[config.mk]
export PLATFORM = sky130hd
export DESIGN_NAME = traffic_fsm_moore
export DESIGN_NICKNAME = d
export VERILOG_FILES = /design/src/rtl/traffic_fsm_moore.sv
export SDC_FILE = /design/constraint.sdc
export NUM_CORES = 1
export LEC_CHECK = 0
export CORE_AREA = 2 2 39 41
export CTS_CLUSTER_SIZE = 10
export DETAILED_ROUTE_END_ITERATION = 6
export DIE_AREA = 0 0 41 43
export HOLD_SLACK_MARGIN = 0.05
export SETUP_SLACK_MARGIN = 0.3
export SLEW_MARGIN = 40
export SYNTH_ARGS = -nofsm -noshare
export SYNTH_HDL_FRONTEND = slang
export SYNTH_SLANG_ARGS = --single-unit
export TNS_END_PERCENT = 100
[constraint.sdc]
create_clock -name clk -period 3.3 [get_ports clk]
set_input_delay 0.66 -clock clk [delete_from_list [all_inputs] [get_ports clk]]
set_output_delay 0.66 -clock clk [all_outputs]
set_load 0.01 [all_outputs]
[src/rtl/traffic_fsm_moore.sv]
// Moore controller for a two-road intersection (Academic LA / Bravado LB) with timed yellow phases.
// Define ALL_RED_EN to insert an all-red clearance state after each yellow phase.
module traffic_fsm_moore #(
   parameter int YELLOW_CYCLES  = 5,
   parameter int ALL_RED_CYCLES = 2,
   parameter int TIMER_W        = 8
) (
   input  logic       clk,
   input  logic       reset,
   input  logic       TA,
   input  logic       TB,
   output logic [2:0] LA,
   output logic [2:0] LB
);

   localparam logic [2:0] S0 = 3'd0;
   localparam logic [2:0] S1 = 3'd1;
   localparam logic [2:0] S2 = 3'd2;
   localparam logic [2:0] S3 = 3'd3;
`ifdef ALL_RED_EN
   localparam logic [2:0] R1 = 3'd4;
   localparam logic [2:0] R3 = 3'd5;
   localparam logic [2:0] AFTER_S1 = R1;
   localparam logic [2:0] AFTER_S3 = R3;
`else
   localparam logic [2:0] AFTER_S1 = S2;
   localparam logic [2:0] AFTER_S3 = S0;
`endif

   localparam logic [2:0] GREEN  = 3'b001;
   localparam logic [2:0] YELLOW = 3'b010;
   localparam logic [2:0] RED    = 3'b100;

   logic [2:0]         state_q, state_d;
   logic [TIMER_W-1:0] timer_q, timer_d;
   logic               timer_done;

   // Final timer count of a timed state: yellow states use YELLOW_CYCLES, clearance states ALL_RED_CYCLES.
   function automatic logic [TIMER_W-1:0] dwell_last(input logic [2:0] st);
      if (st == S1 || st == S3) begin
         return TIMER_W'(YELLOW_CYCLES - 1);
      end
      return TIMER_W'(ALL_RED_CYCLES - 1);
   endfunction

   always_ff @(posedge clk or negedge reset) begin
      if (!reset) begin
         state_q <= S0;
         timer_q <= '0;
      end else begin
         state_q <= state_d;
         timer_q <= timer_d;
      end
   end

   always_comb begin
      state_d    = S0;
      timer_d    = '0;
      timer_done = (timer_q == dwell_last(state_q));
      case (state_q)
         S0:      state_d = TA ? S0 : S1;
         S1:      state_d = timer_done ? AFTER_S1 : S1;
         S2:      state_d = TB ? S2 : S3;
         S3:      state_d = timer_done ? AFTER_S3 : S3;
`ifdef ALL_RED_EN
         R1:      state_d = timer_done ? S2 : R1;
         R3:      state_d = timer_done ? S0 : R3;
`endif
         default: state_d = S0;
      endcase
      // Timer only runs while dwelling in a timed state; green states and every transition clear it.
      if (state_d == state_q && state_q != S0 && state_q != S2) begin
         timer_d = timer_q + 1'b1;
      end
   end

   always_comb begin
      LA = RED;
      LB = RED;
      case (state_q)
         S0:      LA = GREEN;
         S1:      LA = YELLOW;
         S2:      LB = GREEN;
         S3:      LB = YELLOW;
         default: ;
      endcase
   end

endmodule

==> impl_results.md <==
* Status: completed
* Buffers on Ports at 9
* RSZ-0062 raised after global routing: false
* Root Buffer: clkbuf_4
* Routed WL at between 800 and 900 µm
* Initial Util at 0.3580
* Cell taking the most area after synthesis: dfrtp_1
* Clock Power Share at 0.205
* # fillers at 134
* Post-synth top cells: 10 x dfrtp_1, 6 x nor2_1, 5 x nand3_1
* Via density per instance at about 4.8
* Share of layout cells above drive strength 1 at 0.1311
* F_max at 0.4771 GHz
* ANT nets after route at 0
* Max capacitance violation total at 0
* Critical Path Start Type: register
* Switching power at ~180 µW
* Largest net degree at the start of global routing at 11
* Flops & latches, synth at 10
* Slew Viols, Final at 0
* Post-CTS setup buffers at 0
* Reg clk slew, reported paths at 0.06 ns
* Worst-margin pin slew at 0.4411 ns
* Ys async rst share at 1.000
* Final Worst Setup Slack at roughly 1.2 ns
* Worst IR drop on VDD at 0.4294 mV
* Core Area at between 0.001 and 0.0015 mm²
* Mapped Cells at slightly below 50
* Setup slack, reg-to-reg at around 1.9 ns
* Reg power frac at 0.404
* Cell-internal power at 336.9 µW
* Post-Syn Nets at 54
* Slew Limit Headroom at 0.7050
* Worst slack, placed at 1.480 ns
* Worst setup EP type: primary output
* Mapped Area at about 500 µm²
* Post-synth top area share at 0.5051
* Post-synth EDFFs at 0
* Hold-fix buffers, CTS at 0
* Skew-Pair Late Insertion Delay at 0.26 ns
* Layout area overhead at 28.79%
* Wire per inst at 11.08 µm
* Initial antenna violation count at 0
* Ratio of final minimum period to clock period at 0.6351
* Die width at 41 µm
* Min cycle time layout at between 2 and 2.5 ns
* GR Util All Layers at 0.1188
* First drt pass iteration count at 3
* Ant diodes at 0
* Final design utilization at 0.4611
* Hold slack at between 0.5 and 0.6 ns
* Global-route wire length before repair at between 1000 and 1500 µm
* Via count at about 370
* Vias in the first global route at around 330
* Setup TNS at 0 ns
* Distinct cells, synth at 20
* Required time worst endpoint at around 2.6 ns
* Worst-path fanout max at 7
* Nets@finish at 67
* I/O pins at 10
* CTS Buf Count at 3
* Sequential-to-total area share from yosys stat at 0.5051
* CP Data Arrival Time at roughly 1.4 ns
* Gp weighted congestion at 0.6723
* Fin Clk Skew at 0.001428 ns
* Worst Hold Class: register to register
* Leakage at between 0.2 and 0.3 nW
* Chip height at ~43 µm
* Fin cells at 77
* Cell count after placement at 73
* CTS sink cnt at 10
* Total power draw at 517.1 µW
* Drc violations at 0
* Die ar. at 0.001763 mm²
* GR Overflow Total at 0
* Final hold violation count at 0
* Dpl hpwl at 632.7 µm
* Net Sw Frac at 0.3485
* Finished Cell Area at ~640 µm²
* Gate power share at 0.391
* Count leader, synth: dfrtp_1
* Ranking of synthesized cells by area: dfrtp_1 51%, xnor2_1 5.3%, nand3_1 5.1%, nor2_1 4.5%, o21ai_0 4.0%
* Site row count at 14
* 1st-iter DRT viols at 7
* CTS HTree Levels at 1
* Kind of critical path: register to primary output
* Final setup violation count at 0
* CTS tree: built
* Syn. warnings at 0
* Area after DPL at 601.8 µm²
* Ys flop type: dfrtp_1
* Power per cell area at slightly above 800 mW/mm²
* Maximum buffer depth of the clock tree at 2
* Mapped Avg Cell Area at 10.11 µm²
* Post_cts resized at 0
## final timing paths
check                                      from              endpoint  depth (start not counted)
max in group asynchronous                 reset  state_q[0]$_DFF_PN0_                          1
min in group asynchronous                 reset  timer_q[6]$_DFF_PN0_                          1
setup / recovery           state_q[1]$_DFF_PN0_                 LB[0]                          3
hold reg to reg            timer_q[7]$_DFF_PN0_  timer_q[7]$_DFF_PN0_                          2
hold / removal             timer_q[7]$_DFF_PN0_  timer_q[7]$_DFF_PN0_                          2
setup reg to reg           timer_q[4]$_DFF_PN0_  state_q[0]$_DFF_PN0_                          3
## critical path, stage by stage, from the launching register on
cell	delay, ns
dfrtp_1	0.46
inv_1	0.09
nor2_1	0.09
clkdlybuf4s50_1	0.54
## cells by family after synthesis
| group | after synthesis | share of synthesized area |
|---|---|---|
| adder cells (fa/ha/maj) | 1 | 0.02525 |
| XOR/XNOR | 4 | 0.07072 |
| AO/OA/AOI/OAI | 8 | 0.09849 |
| buffers and inverters | 4 | 0.03029 |
| multiplexers | 1 | 0.02273 |
| AND/OR/NAND/NOR | 21 | 0.2475 |
| flip-flops | 10 | 0.5051 |
## final cells by class
cell class	count	area, µm²	area share
multi-input cells	35	230.2	0.3608
clock buffers	4	36.28	0.05686
flip-flops and latches	10	250.2	0.3922
inverters	3	11.26	0.01765
well taps	16	20.02	0.03137
repair buffers	9	90.09	0.1412
## sequential cells by signal (all words and copies together) (netlist names)
name,flops
state_q,2
timer_q,8
## power groups by stage
stage | logic [mW] | clock network [mW] | registers [mW]
2_1_floorplan | 0.119 | 0 | 0.198
3_3_place_gp | 0.205 | 0 | 0.209
3_5_place_dp | 0.204 | 0 | 0.210
4_1_cts | 0.205 | 0.112 | 0.208
5_1_grt | 0.224 | 0.119 | 0.216
6_report | 0.202 | 0.106 | 0.209
## metal layers
layer	vias to the layer above	global-route usage	part of all wire	routed length (µm)
met5	-	0	0	0
met4	0	0.06000	0.0094	8
met3	2	0.04712	0.023	20
met2	4	0.1406	0.43	370
met1	167	0.1800	0.53	454
li1	193	-	-	-
## cells in the final DEF, fill, tap and decap left out, drive strengths merged
cell	n
nand3	5
a21bo	1
clkdlybuf4s50	9
inv	3
and2	2
or3	3
nor2	6
xor2	1
a21oi	3
nor4	1
nor4b	1
ha	1
o21ai	4
nor2b	1
nand4	1
dfrtp	10
clkbuf	4
nand2	1
mux2	1
xnor2	3
Power figures use the tool's default switching activity.
